==> config.mk <==
export PLATFORM = sky130hd
export DESIGN_NAME = mm_arbiter_flat
export DESIGN_NICKNAME = d
export VERILOG_FILES = /design/src/rtl/mm_arb_pkg.sv /design/src/rtl/mm_arbiter_if.sv /design/src/rtl/mm_rr_picker.sv /design/src/rtl/mm_arbiter.sv /design/src/flat_wrapper.sv
export SDC_FILE = /design/constraint.sdc
export NUM_CORES = 1
export LEC_CHECK = 0
export BUFFER_PORTS_ARGS = -buffer_cell sky130_fd_sc_hd__buf_2
export CAP_MARGIN = 0
export CORE_AREA = 2 2 82 84
export DETAILED_ROUTE_END_ITERATION = 10
export DIE_AREA = 0 0 84 86
export HOLD_SLACK_MARGIN = 0.05
export PLACE_DENSITY_LB_ADDON = 0.08
export SKIP_CTS_REPAIR_TIMING = 1
export SYNTH_ARGS = -nofsm -noshare
export SYNTH_HDL_FRONTEND = slang
export SYNTH_SLANG_ARGS = --single-unit
export TNS_END_PERCENT = 30
==> constraint.sdc <==
create_clock -name clock_i -period 3.27 [get_ports clock_i]
set_clock_uncertainty 0.2 [all_clocks]
set_input_delay 0.1635 -clock clock_i [delete_from_list [all_inputs] [get_ports clock_i]]
set_output_delay 0.1635 -clock clock_i [all_outputs]
set_load 0.05 [all_outputs]
==> src/rtl/mm_arb_pkg.sv <==
// Shared types and widths for the Montgomery-multiplier round-robin arbiter.
package mm_arb_pkg;

  localparam int unsigned BRAM_W = 17;
  localparam int unsigned ADDR_W = 32;
  localparam int unsigned WDOG_W = 32;

  typedef enum logic [2:0] {
    IDLE,
    START,
    BUSY,
    ABORT,
    RELEASE
  } state_t;

  // Multiplier-side BRAM access, broadcast to the clients
  typedef struct packed {
    logic [BRAM_W-1:0] din;
    logic [ADDR_W-1:0] addr;
    logic              we;
    logic              en;
  } mm_bram_req_t;

endpackage

==> src/rtl/mm_arbiter_if.sv <==
// Bundle of client, BRAM and multiplier signals around the arbiter.
interface mm_arbiter_if #(
  parameter int unsigned N_REQ = 4
);
  import mm_arb_pkg::*;

  logic [N_REQ-1:0]        req_i;
  logic [N_REQ-1:0]        gnt_o;
  logic [N_REQ-1:0]        done_o;
  logic                    err_o;
  logic                    busy_o;
  logic [$clog2(N_REQ)-1:0] owner_o;

  logic [N_REQ*BRAM_W-1:0] cl_bram_dout_i;
  logic [BRAM_W-1:0]       cl_bram_din_o;
  logic [ADDR_W-1:0]       cl_bram_addr_o;
  logic [N_REQ-1:0]        cl_bram_we_o;
  logic [N_REQ-1:0]        cl_bram_en_o;

  logic                    mm_start_o;
  logic                    mm_done_i;
  logic                    mm_reset_o;
  logic [BRAM_W-1:0]       mm_bram_dout_o;
  logic [BRAM_W-1:0]       mm_bram_din_i;
  logic [ADDR_W-1:0]       mm_bram_addr_i;
  logic                    mm_bram_we_i;
  logic                    mm_bram_en_i;

  // Arbiter view
  modport slave (
    input  req_i, cl_bram_dout_i, mm_done_i,
           mm_bram_din_i, mm_bram_addr_i, mm_bram_we_i, mm_bram_en_i,
    output gnt_o, done_o, err_o, busy_o, owner_o,
           cl_bram_din_o, cl_bram_addr_o, cl_bram_we_o, cl_bram_en_o,
           mm_start_o, mm_reset_o, mm_bram_dout_o
  );

  // Clients plus multiplier view
  modport master (
    output req_i, cl_bram_dout_i, mm_done_i,
           mm_bram_din_i, mm_bram_addr_i, mm_bram_we_i, mm_bram_en_i,
    input  gnt_o, done_o, err_o, busy_o, owner_o,
           cl_bram_din_o, cl_bram_addr_o, cl_bram_we_o, cl_bram_en_o,
           mm_start_o, mm_reset_o, mm_bram_dout_o
  );

endinterface

==> src/rtl/mm_rr_picker.sv <==
// Combinational round-robin picker: first set request after `last`, with wrap.
module mm_rr_picker #(
  parameter int unsigned N_REQ = 4
) (
  input  logic [N_REQ-1:0]         req,
  input  logic [$clog2(N_REQ)-1:0] last,
  output logic                     valid,
  output logic [$clog2(N_REQ)-1:0] idx
);

  localparam int unsigned IDX_W = $clog2(N_REQ);

  logic [IDX_W-1:0] w_cand;

  // Walk offsets 1..N_REQ so `last` itself is the lowest-priority candidate
  always_comb begin
    valid  = 1'b0;
    idx    = '0;
    w_cand = '0;
    for (int unsigned off = 1; off <= N_REQ; off++) begin
      w_cand = IDX_W'((32'(last) + off) % N_REQ);
      if (!valid && req[w_cand]) begin
        valid = 1'b1;
        idx   = w_cand;
      end
    end
  end

endmodule

==> src/rtl/mm_arbiter.sv <==
// Round-robin sharing of one Montgomery multiplier between N_REQ clients,
// with per-client BRAM routing and a BUSY watchdog.
module mm_arbiter
  import mm_arb_pkg::*;
#(
  parameter int unsigned N_REQ          = 4,
  parameter int unsigned TIMEOUT_CYCLES = 0
) (
  input logic         clock_i,
  input logic         reset_n_i,
  mm_arbiter_if.slave arb_if
);

  localparam int unsigned IDX_W = $clog2(N_REQ);

  state_t             r_state, w_state_nx;
  logic [IDX_W-1:0]   r_owner, w_owner_nx;
  logic [IDX_W-1:0]   r_last, w_last_nx;
  logic [WDOG_W-1:0]  r_wdog, w_wdog_nx;
  logic [N_REQ-1:0]   r_gnt, w_gnt_nx;
  logic [N_REQ-1:0]   r_done, w_done_nx;
  logic               r_err, w_err_nx;
  logic               r_busy, w_busy_nx;
  logic               r_start, w_start_nx;
  logic               r_mm_reset, w_mm_reset_nx;
  logic               r_rst_done;

  logic               w_pick_valid;
  logic [IDX_W-1:0]   w_pick_idx;
  logic               w_wdog_expire;
  mm_bram_req_t       w_mm_req;
  logic [BRAM_W-1:0]  w_rd_data;

  function automatic logic [N_REQ-1:0] onehot(input logic [IDX_W-1:0] i);
    return N_REQ'(1) << i;
  endfunction

  mm_rr_picker #(.N_REQ(N_REQ)) u_picker (
    .req   (arb_if.req_i),
    .last  (r_last),
    .valid (w_pick_valid),
    .idx   (w_pick_idx)
  );

  assign w_wdog_expire = (TIMEOUT_CYCLES != 0) &&
                         (r_wdog + WDOG_W'(1) == WDOG_W'(TIMEOUT_CYCLES));

  // Next state and next registered outputs
  always_comb begin
    w_state_nx    = r_state;
    w_owner_nx    = r_owner;
    w_last_nx     = r_last;
    w_wdog_nx     = r_wdog;
    w_gnt_nx      = '0;
    w_done_nx     = '0;
    w_err_nx      = 1'b0;
    w_busy_nx     = 1'b0;
    w_start_nx    = 1'b0;
    w_mm_reset_nx = ~r_rst_done;
    case (r_state)
      IDLE: begin
        if (r_rst_done && w_pick_valid) begin
          w_state_nx = START;
          w_owner_nx = w_pick_idx;
          w_last_nx  = w_pick_idx;
          w_wdog_nx  = '0;
          w_gnt_nx   = onehot(w_pick_idx);
          w_start_nx = 1'b1;
          w_busy_nx  = 1'b1;
        end
      end
      START: begin
        w_state_nx = BUSY;
        w_wdog_nx  = '0;
        w_gnt_nx   = r_gnt;
        w_busy_nx  = 1'b1;
      end
      BUSY: begin
        w_busy_nx = 1'b1;
        // A done arriving on the expiry cycle completes normally
        if (arb_if.mm_done_i) begin
          w_state_nx = RELEASE;
          w_done_nx  = onehot(r_owner);
        end else if (w_wdog_expire) begin
          w_state_nx    = ABORT;
          w_gnt_nx      = r_gnt;
          w_mm_reset_nx = 1'b1;
        end else begin
          w_gnt_nx  = r_gnt;
          w_wdog_nx = r_wdog + WDOG_W'(1);
        end
      end
      ABORT: begin
        w_state_nx = RELEASE;
        w_done_nx  = onehot(r_owner);
        w_err_nx   = 1'b1;
        w_busy_nx  = 1'b1;
      end
      RELEASE: begin
        w_state_nx = IDLE;
      end
      default: begin
        w_state_nx = IDLE;
      end
    endcase
  end

  // r_rst_done delays FSM activity and the multiplier reset release by a clock
  always_ff @(posedge clock_i or negedge reset_n_i) begin
    if (!reset_n_i) begin
      r_state    <= IDLE;
      r_owner    <= '0;
      r_last     <= IDX_W'(N_REQ - 1);
      r_wdog     <= '0;
      r_gnt      <= '0;
      r_done     <= '0;
      r_err      <= 1'b0;
      r_busy     <= 1'b0;
      r_start    <= 1'b0;
      r_mm_reset <= 1'b1;
      r_rst_done <= 1'b0;
    end else begin
      r_state    <= w_state_nx;
      r_owner    <= w_owner_nx;
      r_last     <= w_last_nx;
      r_wdog     <= w_wdog_nx;
      r_gnt      <= w_gnt_nx;
      r_done     <= w_done_nx;
      r_err      <= w_err_nx;
      r_busy     <= w_busy_nx;
      r_start    <= w_start_nx;
      r_mm_reset <= w_mm_reset_nx;
      r_rst_done <= 1'b1;
    end
  end

  assign w_mm_req = '{din:  arb_if.mm_bram_din_i,
                      addr: arb_if.mm_bram_addr_i,
                      we:   arb_if.mm_bram_we_i,
                      en:   arb_if.mm_bram_en_i};

  // Read-data return path, zero when nobody holds the grant
  always_comb begin
    w_rd_data = '0;
    for (int unsigned k = 0; k < N_REQ; k++) begin
      if (r_gnt[k]) w_rd_data = arb_if.cl_bram_dout_i[k*BRAM_W +: BRAM_W];
    end
  end

  assign arb_if.cl_bram_din_o  = w_mm_req.din;
  assign arb_if.cl_bram_addr_o = w_mm_req.addr;
  assign arb_if.cl_bram_we_o   = {N_REQ{w_mm_req.we}} & r_gnt;
  assign arb_if.cl_bram_en_o   = {N_REQ{w_mm_req.en}} & r_gnt;
  assign arb_if.mm_bram_dout_o = w_rd_data;

  assign arb_if.gnt_o      = r_gnt;
  assign arb_if.done_o     = r_done;
  assign arb_if.err_o      = r_err;
  assign arb_if.busy_o     = r_busy;
  assign arb_if.owner_o    = r_owner;
  assign arb_if.mm_start_o = r_start;
  assign arb_if.mm_reset_o = r_mm_reset;

endmodule

==> src/flat_wrapper.sv <==
// flat-port wrapper written by rule: the top's interface ports become plain ports
module mm_arbiter_flat import mm_arb_pkg::*;
#(
  parameter int unsigned N_REQ          = 4,
  parameter int unsigned TIMEOUT_CYCLES = 0
)
  (clock_i, reset_n_i, arb_if_req_i, arb_if_cl_bram_dout_i, arb_if_mm_done_i, arb_if_mm_bram_din_i, arb_if_mm_bram_addr_i, arb_if_mm_bram_we_i, arb_if_mm_bram_en_i, arb_if_gnt_o, arb_if_done_o, arb_if_err_o, arb_if_busy_o, arb_if_owner_o, arb_if_cl_bram_din_o, arb_if_cl_bram_addr_o, arb_if_cl_bram_we_o, arb_if_cl_bram_en_o, arb_if_mm_start_o, arb_if_mm_reset_o, arb_if_mm_bram_dout_o);
  mm_arbiter_if #(.N_REQ(N_REQ)) arb_if_i ();
  input logic clock_i;
  input logic reset_n_i;
  input wire logic [$bits(arb_if_i.req_i)-1:0] arb_if_req_i;
  input wire logic [$bits(arb_if_i.cl_bram_dout_i)-1:0] arb_if_cl_bram_dout_i;
  input wire logic [$bits(arb_if_i.mm_done_i)-1:0] arb_if_mm_done_i;
  input wire logic [$bits(arb_if_i.mm_bram_din_i)-1:0] arb_if_mm_bram_din_i;
  input wire logic [$bits(arb_if_i.mm_bram_addr_i)-1:0] arb_if_mm_bram_addr_i;
  input wire logic [$bits(arb_if_i.mm_bram_we_i)-1:0] arb_if_mm_bram_we_i;
  input wire logic [$bits(arb_if_i.mm_bram_en_i)-1:0] arb_if_mm_bram_en_i;
  output wire logic [$bits(arb_if_i.gnt_o)-1:0] arb_if_gnt_o;
  output wire logic [$bits(arb_if_i.done_o)-1:0] arb_if_done_o;
  output wire logic [$bits(arb_if_i.err_o)-1:0] arb_if_err_o;
  output wire logic [$bits(arb_if_i.busy_o)-1:0] arb_if_busy_o;
  output wire logic [$bits(arb_if_i.owner_o)-1:0] arb_if_owner_o;
  output wire logic [$bits(arb_if_i.cl_bram_din_o)-1:0] arb_if_cl_bram_din_o;
  output wire logic [$bits(arb_if_i.cl_bram_addr_o)-1:0] arb_if_cl_bram_addr_o;
  output wire logic [$bits(arb_if_i.cl_bram_we_o)-1:0] arb_if_cl_bram_we_o;
  output wire logic [$bits(arb_if_i.cl_bram_en_o)-1:0] arb_if_cl_bram_en_o;
  output wire logic [$bits(arb_if_i.mm_start_o)-1:0] arb_if_mm_start_o;
  output wire logic [$bits(arb_if_i.mm_reset_o)-1:0] arb_if_mm_reset_o;
  output wire logic [$bits(arb_if_i.mm_bram_dout_o)-1:0] arb_if_mm_bram_dout_o;
  assign arb_if_i.req_i = arb_if_req_i;
  assign arb_if_i.cl_bram_dout_i = arb_if_cl_bram_dout_i;
  assign arb_if_i.mm_done_i = arb_if_mm_done_i;
  assign arb_if_i.mm_bram_din_i = arb_if_mm_bram_din_i;
  assign arb_if_i.mm_bram_addr_i = arb_if_mm_bram_addr_i;
  assign arb_if_i.mm_bram_we_i = arb_if_mm_bram_we_i;
  assign arb_if_i.mm_bram_en_i = arb_if_mm_bram_en_i;
  assign arb_if_gnt_o = arb_if_i.gnt_o;
  assign arb_if_done_o = arb_if_i.done_o;
  assign arb_if_err_o = arb_if_i.err_o;
  assign arb_if_busy_o = arb_if_i.busy_o;
  assign arb_if_owner_o = arb_if_i.owner_o;
  assign arb_if_cl_bram_din_o = arb_if_i.cl_bram_din_o;
  assign arb_if_cl_bram_addr_o = arb_if_i.cl_bram_addr_o;
  assign arb_if_cl_bram_we_o = arb_if_i.cl_bram_we_o;
  assign arb_if_cl_bram_en_o = arb_if_i.cl_bram_en_o;
  assign arb_if_mm_start_o = arb_if_i.mm_start_o;
  assign arb_if_mm_reset_o = arb_if_i.mm_reset_o;
  assign arb_if_mm_bram_dout_o = arb_if_i.mm_bram_dout_o;
  mm_arbiter #(.N_REQ(N_REQ), .TIMEOUT_CYCLES(TIMEOUT_CYCLES)) u_core (.clock_i(clock_i), .reset_n_i(reset_n_i), .arb_if(arb_if_i));
endmodule
Yosys cells after proc, flatten, opt, wreduce, memory -nomap -nowiden
Cells that the tools add are included.
{ "totals": {"reg_bits": 20, "inputBits": 126, "output_inout_bits": 88} }
{ "classes": {"add_sub_neg": 4, "magnitude_cmp": 4, "n_eq_ne": 5, "shift": 2, "mux": 32, "n_bitwise": 4, "n_reduce_logical": 12} }
{ "ops": {"columns": ["operator", "n"], "rows": [
  ["2-to-1 mux 17 bit", 4],
  ["< comparator 2 x 3 -> 1 bit, second input constant", 4],
  ["2-to-1 mux 4 bit", 3],
  ["one-hot mux 3 bit (4 select lines)", 1],
  ["one-hot mux 4 bit (3 select lines)", 1],
  ["2-to-1 mux 1 bit", 11],
  ["AND 4 bit", 2],
  ["binary-select mux 1 bit (select 2 bit)", 4],
  ["2-to-1 mux 2 bit", 4],
  ["one-hot mux 4 bit (2 select lines)", 1],
  ["<< shifter 1 x 2 -> 4 bit, first input constant", 2],
  ["== test 3 x 2 -> 1 bit, second input constant", 2],
  ["2-to-1 mux 3 bit", 2],
  ["AND reduction 2 bit", 3],
  ["adder 2 x 1 -> 2 bit, second input constant", 2],
  ["adder 2 bit, second input constant", 2],
  ["logical AND 1 bit", 4],
  ["== test 3 x 1 -> 1 bit, second input constant", 1],
  ["logical NOT 1 bit", 3],
  ["logical NOT 3 bit", 1],
  ["OR reduction 3 bit", 1],
  ["inequality test 2 x 1 -> 1 bit, second input constant", 1],
  ["inequality test 2 bit, second input constant", 1],
  ["inverter 1 bit", 2],
  ["one-hot mux 1 bit (2 select lines)", 1]
]} }

Longest topological paths before layout
Gate-level depths: netlist (run 1).
{ "logic_depth": {"word_depth": 16, "depth_mapped": 6, "mapped_depth_nobuf": 5} }

Hierarchy
From an unflattened synthesis (run 1), not the netlist that was laid out.
{ "hier_totals": {"hier_cells": 202, "area_unflattened_um2": 1731.7} }
{ "by_module_without_submodules": {"columns": ["module", "instances", "cells_per_inst", "area_each_um2", "seq_area_each_um2"], "rows": [
  ["mm_arbiter", 1, 188, 1640.3, 504.2],
  ["mm_rr_picker", 1, 14, 91.3, 0.0]
]} }

Worst setup path after synthesis (run 1)
Ideal clock, no wire load.
{ "synth_path": {"kind": "reg-to-output", "from": "reg u_core.r_gnt[0], in the netlist u_core.arb_if.gnt_o[0]", "to": "out arb_if_mm_bram_dout_o[11]", "arrival_ns": 2.473, "slack_ns": 0.433, "path_stages_with_launch": 6, "path_cell_list": "dfrtp_1 nor2b_1 clkbuf_2 buf_2 a221oi_1 o31ai_1"} }
{ "synth_between": {"elab_chain_len": 4} }
{ "synth_lines": {"columns": ["element", "line", "source"], "rows": [
  ["start, declared", "mm_arbiter.sv:20", "logic [N_REQ-1:0] r_gnt, w_gnt_nx;"],
  ["start signal, assigned", "mm_arbiter.sv:127", "r_gnt <= w_gnt_nx;"],
  ["2-to-1 mux 17 bit (4 in a row)", "mm_arbiter.sv:146", "if (r_gnt[k]) w_rd_data = arb_if.cl_bram_dout_i[k*BRAM_W +: BRAM_W];"],
  ["end, declared", "flat_wrapper.sv:29", "output wire logic [$bits(arb_if_i.mm_bram_dout_o)-1:0] arb_if_mm_bram_dout_o;"]
]} }
No other way between the ends.

Worst setup path after layout (run 1)
{ "layout_path": {"from": "reg u_core.r_gnt[2], in the netlist u_core.arb_if.gnt_o[2]", "to": "out arb_if_mm_bram_dout_o[10]"} }
{ "layout_between": {"elab_chain_len": 2} }
{ "layout_lines": {"columns": ["element", "line"], "rows": [
  ["2-to-1 mux 17 bit (2 in a row)", "mm_arbiter.sv:146"]
]} }
No other way between the ends.

==> run metrics, run 1 <==
largest net degree at the start of global routing 39; Setup crit start kind register; Slew headroom 31.9%; Netlist cell types 38; XOR/XNOR share of the synthesized area 0%; Crit Path Max Fanout 38; clk slew on worst S/H paths 0.08 ns; fin nets between 300 and 400; P_int 0.000883 W; Logic pwr share 67.2%; Adder-Cell Fraction of Synth Area 0%; sequential share of the synthesized area 28.7%; Critical Path Sink Type primary output; Synth Cell Area 1760 µm²; IO Port Bufs 115; TNS Setup 0 ns; CTS root buf clkbuf_8; area grow syn2layout 19.9%; antenna violations before repair 0; WHS about 0.028 ns; Synth Net Count 329; total number of H-tree levels 1; Crit Path Class register to primary output; Sequential Power Share 20.9%; Mapped Avg Cell Area 8.66 µm²; net switching power of the design 0.00120 W; antenna-violating nets left 0; Post-DP HPWL approximately 4800 µm; final hold vios 0; DR vias 1683; Final GP Congestion 0.777; DR pass1 iterations 4; io pins 214; total CTS buffers 3; reg-to-reg slack, setup between 1 and 1.5 ns; min Tclk post-route about 2.5 ns; DRT Wirelength 6030 µm; switching share of power 57.7%; leakage 1.09 nW; via/cell ratio 4.94; Slew Viols, Final 0; yosys warns 0; starting utilization of the core area approximately 28%; clock latency on the worst-skew pair 0.26 ns; total congestion overflow 0; outcome finished clean; row cnt 29; Yosys reg bits 20; Synth Instances 203; power share of the clock group 11.9%; Hold Path Class input port to register; CTS max path bufs 2; FMAX 402 MHz; mux cell area share after synthesis 2.28%; Simple-Gate Fraction of Synth Area 21.1%; drt drc 0; Req. time, crit path 2.91 ns; PwrDens 990 nW/µm²; Die Wd 84 µm; max_cap viols 0; layout cells sized above 1 50.4%; vias in the first global route 1741; final worst path period share between 70% and 80%; DRT iter0 DRCs 51; core area 6280 µm²; WL/cell roughly 18 µm; total track usage 16.4%; post-synthesis compound-gate area fraction roughly 22%; Sink Count 20; arrival time at the worst endpoint 2.13 ns; peak supply drop 676 µV; Die Area 7220 µm²; global-route wire length before repair 9490 µm; RSZ-0062 raised after global routing no; # diodes 0; Die H 86 µm; largest family of logic cells by synthesized area buffers and inverters; Slew @ Worst Pin 1.02 ns; Setup-failing EPs final 0; CTS tree built
==> metal layers <==
metal | track usage [%] | wire length (µm) | up-vias
li1 | - | - | 782
met1 | 21.7 | 2650 | 759
met2 | 23.6 | 2510 | 136
met3 | 8.85 | 801 | 4
met4 | 3.08 | 22 | 2
met5 | 4.20 | 40 | -
==> power groups by stage <==
stage	Sequential (W)	Clock, W	Combinational [W]
global placement	0.000444	0	0.00142
global route	0.000458	0.000265	0.00149
detailed placement	0.000443	0	0.00142
CTS	0.000439	0.000254	0.00142
finish	0.000436	0.000247	0.00140
floorplan	0.000547	0	0.00113
==> metrics by stage <==
step | instances | utilization (%) | cell area, µm² | setup WS [ns] | total power, W
after floorplan | 203 | - | 1760 | 0.433 | 0.00168
after global placement | 336 | 32.3 | 2030 | 1.02 | 0.00186
after detailed placement | 336 | 32.3 | 2030 | 1.02 | 0.00186
after CTS | 340 | 33.4 | 2100 | 0.714 | 0.00212
after global routing | 341 | 33.6 | 2110 | 0.591 | 0.00221
final | 341 | 33.6 | 2110 | 0.780 | 0.00209
==> layout by cell type, fill, tap and decap left out, drive strengths merged, types with 4 or more instances in the layout <==
master,instances
o31ai,18
nand2,22
dfrtp,17
nor2b,19
a21oi,6
nor2,4
buf,118
a221oi,16
and2,8
==> Yosys cell counts, drive strengths merged <==
cell type | n | area, µm²
and2 | 8 | 50.1
inv | 3 | 18.8
a221oi | 16 | 140
and3b | 3 | 26.3
mux2 | 2 | 30.0
clkbuf | 11 | 42.5
dfrtp | 17 | 425
nand3b | 1 | 7.51
o21ai | 2 | 10.0
o31ai | 18 | 154
o221ai | 1 | 8.76
and3 | 1 | 6.26
a32o | 1 | 10.0
a21oi | 6 | 30.0
nand2 | 22 | 82.6
or2 | 1 | 6.26
dfstp | 3 | 78.8
or3b | 1 | 8.76
mux2i | 1 | 10.0
conb | 1 | 3.75
or4 | 1 | 7.51
nor2b | 19 | 119
nor2 | 4 | 22.5
o41ai | 1 | 16.3
or2b | 1 | 7.51
buf | 51 | 384
a22o | 1 | 8.76
nor3b | 2 | 15.0
a21o | 2 | 15.0
nand2b | 2 | 12.5
==> area by class of cell <==
type | count | area, µm²
Clock inverter | 1 | 30.0
Fill cell | 699 | 4170
Tap cell | 77 | 96.3
Multi-Input combinational cell | 118 | 808
Inverter | 3 | 18.8
Sequential cell | 20 | 504
Timing Repair Buffer | 119 | 608
Clock buffer | 3 | 41.3
==> registers in the layout, indices dropped and copies added, names as in the netlist <==
| name | count |
|---|---|
| u_core.arb_if.mm_reset_o | 1 |
| u_core.arb_if.owner_o | 2 |
| u_core.arb_if.done_o | 4 |
| u_core.arb_if.gnt_o | 4 |
| u_core.arb_if.busy_o | 1 |
| u_core.r_rst_done | 1 |
| u_core.r_state | 3 |
| u_core.r_last | 2 |
| u_core.arb_if.mm_start_o | 1 |
| u_core.arb_if.err_o | 1 |
==> cell families (layout without fill, tap and decap cells) <==
| kind of cell | count (synthesis) | in the layout |
|---|---|---|
| mux | 3 | 3 |
| compound gates | 48 | 48 |
| buf+inv | 65 | 126 |
| other cells | 1 | 1 |
| simple gates | 66 | 66 |
| flops | 20 | 20 |
==> worst paths after layout <==
check | startpoint | to | cells after the start
max | u_core.arb_if.gnt_o[2]$_DFFE_PN0P_ | arb_if_mm_bram_dout_o[10] | 3
min | arb_if_mm_done_i | u_core.r_state[2]$_DFFE_PN0P_ | 3
max reg2reg | u_core.r_state[2]$_DFFE_PN0P_ | u_core.arb_if.owner_o[0]$_DFFE_PN0P_ | 3
min reg2reg | u_core.r_rst_done$_DFF_PN0_ | u_core.arb_if.mm_reset_o$_DFF_PN1_ | 1
max in group asynchronous | reset_n_i | u_core.r_last[0]$_DFFE_PN1P_ | 2
min in group asynchronous | reset_n_i | u_core.arb_if.err_o$_DFF_PN0_ | 2
==> worst max-delay path, stage by stage, from the launching register on <==
cell      delay (ns)
dfrtp_1         1.02
a221oi_1        0.11
o31ai_1         0.39
buf_2           0.34
Note: power is estimated with default switching activity, not from simulation.
==> run 2: changes to the inputs <==
Settings changed: CORE_AREA 2 2 82 84 to 2 2 83 85, DIE_AREA 0 0 84 86 to 0 0 85 87.
Clock period 3.27 ns to 2.4 ns, I/O delays scaled along.
==> run 2 against run 1 <==
  * Critical path depth grew 2
  * Worst setup slack got worse by 0.53 ns
  * Largest cell class is now non-clock buffers
  * Combinational power increased by 63%
  * Highest routed layer is now met4
  * Die area up 2.4%
  * Total power grew 48%
  * Wire length increased by 10%
==> run metrics, run 2 (synthesis gave the netlist of run 1 again) <==
global-route wire length before repair 8470 µm (-11%); core area 6570 µm² (+4.6%); antenna violations before repair 0 (unchanged); DP Worst Slack 0.484 ns (-0.532 ns); RSZ-0062 raised after global routing no; Reg area 504 µm² (unchanged); WHS 0.0464 ns (+0.0188 ns); Post-DP HPWL 4630 µm (-2.7%); Final GP Congestion 0.751 (-3.4%); Die Area 7400 µm² (+2.4%); area of the multi-input gates 833 µm² (+3.1%); clk slew on worst S/H paths 0.07 ns (about the same); power share of the clock group 8.0% (-3.9 points); # diodes 0 (unchanged); Crit Path Max Fanout 11 (-71%); Logic pwr share 73.8% (+6.6 points); Setup-failing EPs final 0 (unchanged); Sequential Power Share 18.3% (-2.6 points); switching share of power 59.4% (+1.8 points); Worst path slowest cell dfrtp_1; CP peak stage delay 0.46 ns (-0.56 ns); starting utilization of the core area 26.8% (-1.2 points); vias in the first global route 1564 (-10%); Slew Viols, Final 0 (unchanged); min Tclk post-route 2.15 ns; antenna-violating nets left 0 (unchanged); drt drc 0 (unchanged); Crit Path Class register to primary output; CTS max path bufs 2 (unchanged); max_cap viols 0 (unchanged); fin nets 444 (+14%); Hold Path Class input port to register; commonest cells after routing, fill and taps aside buf_2 (114), dlygate4sd3_1 (51), nand2_1 (22), nor2b_1 (19), dfrtp_1 (17); area grow syn2layout 51.9%; peak supply drop 898 µV (+33%); Sink Count 20 (unchanged); Die Wd 85 µm (+1.2%); final worst path period share 89.6%; PwrDens 1160 nW/µm² (+17%); via/cell ratio 4.69 (-4.9%); clock latency on the worst-skew pair 0.25 ns (about the same); layout cells sized above 1 44.5% (-5.9 points); Die H 87 µm (+1.2%); DR vias 1863 (+11%); setup slack after layout 0.250 ns (-0.529 ns); WL/cell 16.7 µm (-5.4%); total CTS buffers 3 (unchanged); total number of H-tree levels 1 (unchanged); number of fill cells 676 (-3.3%); DRT Wirelength 6640 µm (+10%); total congestion overflow 0 (unchanged); CTS root buf clkbuf_8; Slew @ Worst Pin 0.614 ns (-0.408 ns); arrival time at the worst endpoint 1.83 ns (-0.30 ns); total track usage 14.4% (-2.0 points); io pins 214 (unchanged); Req. time, crit path 2.08 ns (-0.83 ns); Setup crit start kind register; final hold vios 0 (unchanged); leakage 1.33 nW (+22%); FMAX 465 MHz; net switching power of the design 0.00184 W (+53%); CP cell instances nor2b_1 > buf_4 > a221oi_1 > o31ai_1 > buf_12; Critical Path Sink Type primary output; outcome finished clean; largest net degree at the start of global routing 38 (-2.6%); Slew headroom 59.1% (+27 points); DR pass1 iterations 4 (unchanged); CTS tree built; row cnt 30 (+3.4%); commonest non-fill, non-tap cell in the layout buf_2; DRT iter0 DRCs 45 (-12%); P_int 0.00125 W (+42%); IO Port Bufs 115 (unchanged)
## run 2: cell types whose count changed in the layout (fill, tap and decap cells not counted)
cell | before | now
o31ai_2 | 1 | 6
buf_2 | 115 | 114
buf_4 | 3 | 5
clkbuf_8 | 3 | 4
bufinv_16 | 1 | 0
dlygate4sd3_1 | 1 | 51
o31ai_1 | 16 | 11
buf_12 | 0 | 2
## run 2: worst paths after layout
kind | start | to | slack [ns] | cells past startpoint
max | u_core.arb_if.gnt_o[1]$_DFFE_PN0P_ | arb_if_mm_bram_dout_o[5] | 0.25 | 5
min | arb_if_req_i[2] | u_core.arb_if.busy_o$_DFF_PN0_ | 0.05 | 3
max reg2reg | u_core.r_state[2]$_DFFE_PN0P_ | u_core.arb_if.owner_o[0]$_DFFE_PN0P_ | 0.48 | 3
min reg2reg | u_core.r_rst_done$_DFF_PN0_ | u_core.arb_if.mm_reset_o$_DFF_PN1_ | 0.20 | 1
max in group asynchronous | reset_n_i | u_core.r_last[1]$_DFFE_PN1P_ | 1.50 | 2
min in group asynchronous | reset_n_i | u_core.arb_if.done_o[1]$_DFF_PN0_ | 0.15 | 2
## run 2: final cells by class
type                       instances  area share (%)
timing repair buffer             172            43.4
multi-input combinational        118            31.2
sequential                        20            18.9
tap                               80            3.75
clock buffer                       4            2.06
inverter                           3           0.703
## run 2: power by group through the flow
| stage | logic [W] | clock network, W | registers, W |
|---|---|---|---|
| 6_report | 0.00228 | 0.000247 | 0.000564 |
| 5_1_grt | 0.00241 | 0.000282 | 0.000586 |
| 4_1_cts | 0.00207 | 0.000261 | 0.000566 |
| 3_5_place_dp | 0.00206 | 0 | 0.000570 |
| 3_3_place_gp | 0.00208 | 0 | 0.000571 |
| 2_1_floorplan | 0.00157 | 0 | 0.000745 |
## run 2: critical path, delay by kind of cell, from the launching register on
family          cells  cell delay (ns)
simple gates        1             0.19
flops               1             0.46
buf+inv             2             0.41
compound gates      2             0.52
## run 2: stage by stage
| stage | cells | cell area, µm² | TNS (ns) | util [%] | power, W |
|---|---|---|---|---|---|
| global route | 397 | 2670 | 0 | 40.6 | 0.00328 |
| CTS | 346 | 2160 | 0 | 32.9 | 0.00290 |
| finish | 397 | 2670 | 0 | 40.6 | 0.00309 |
| global placement | 342 | 2100 | 0 | 32.0 | 0.00265 |
| detailed placement | 342 | 2100 | 0 | 32.0 | 0.00263 |
| floorplan | 203 | 1780 | -4.27 | - | 0.00231 |
## run 2: per-layer routing
| layer | vias up | GRT usage (%) | part of all wire (%) |
|---|---|---|---|
| li1 | 891 | - | - |
| met1 | 882 | 18.4 | 41 |
| met2 | 84 | 21.5 | 51 |
| met3 | 6 | 8.72 | 7.4 |
| met4 | 0 | 1.88 | 1.1 |
| met5 | - | 0 | 0 |
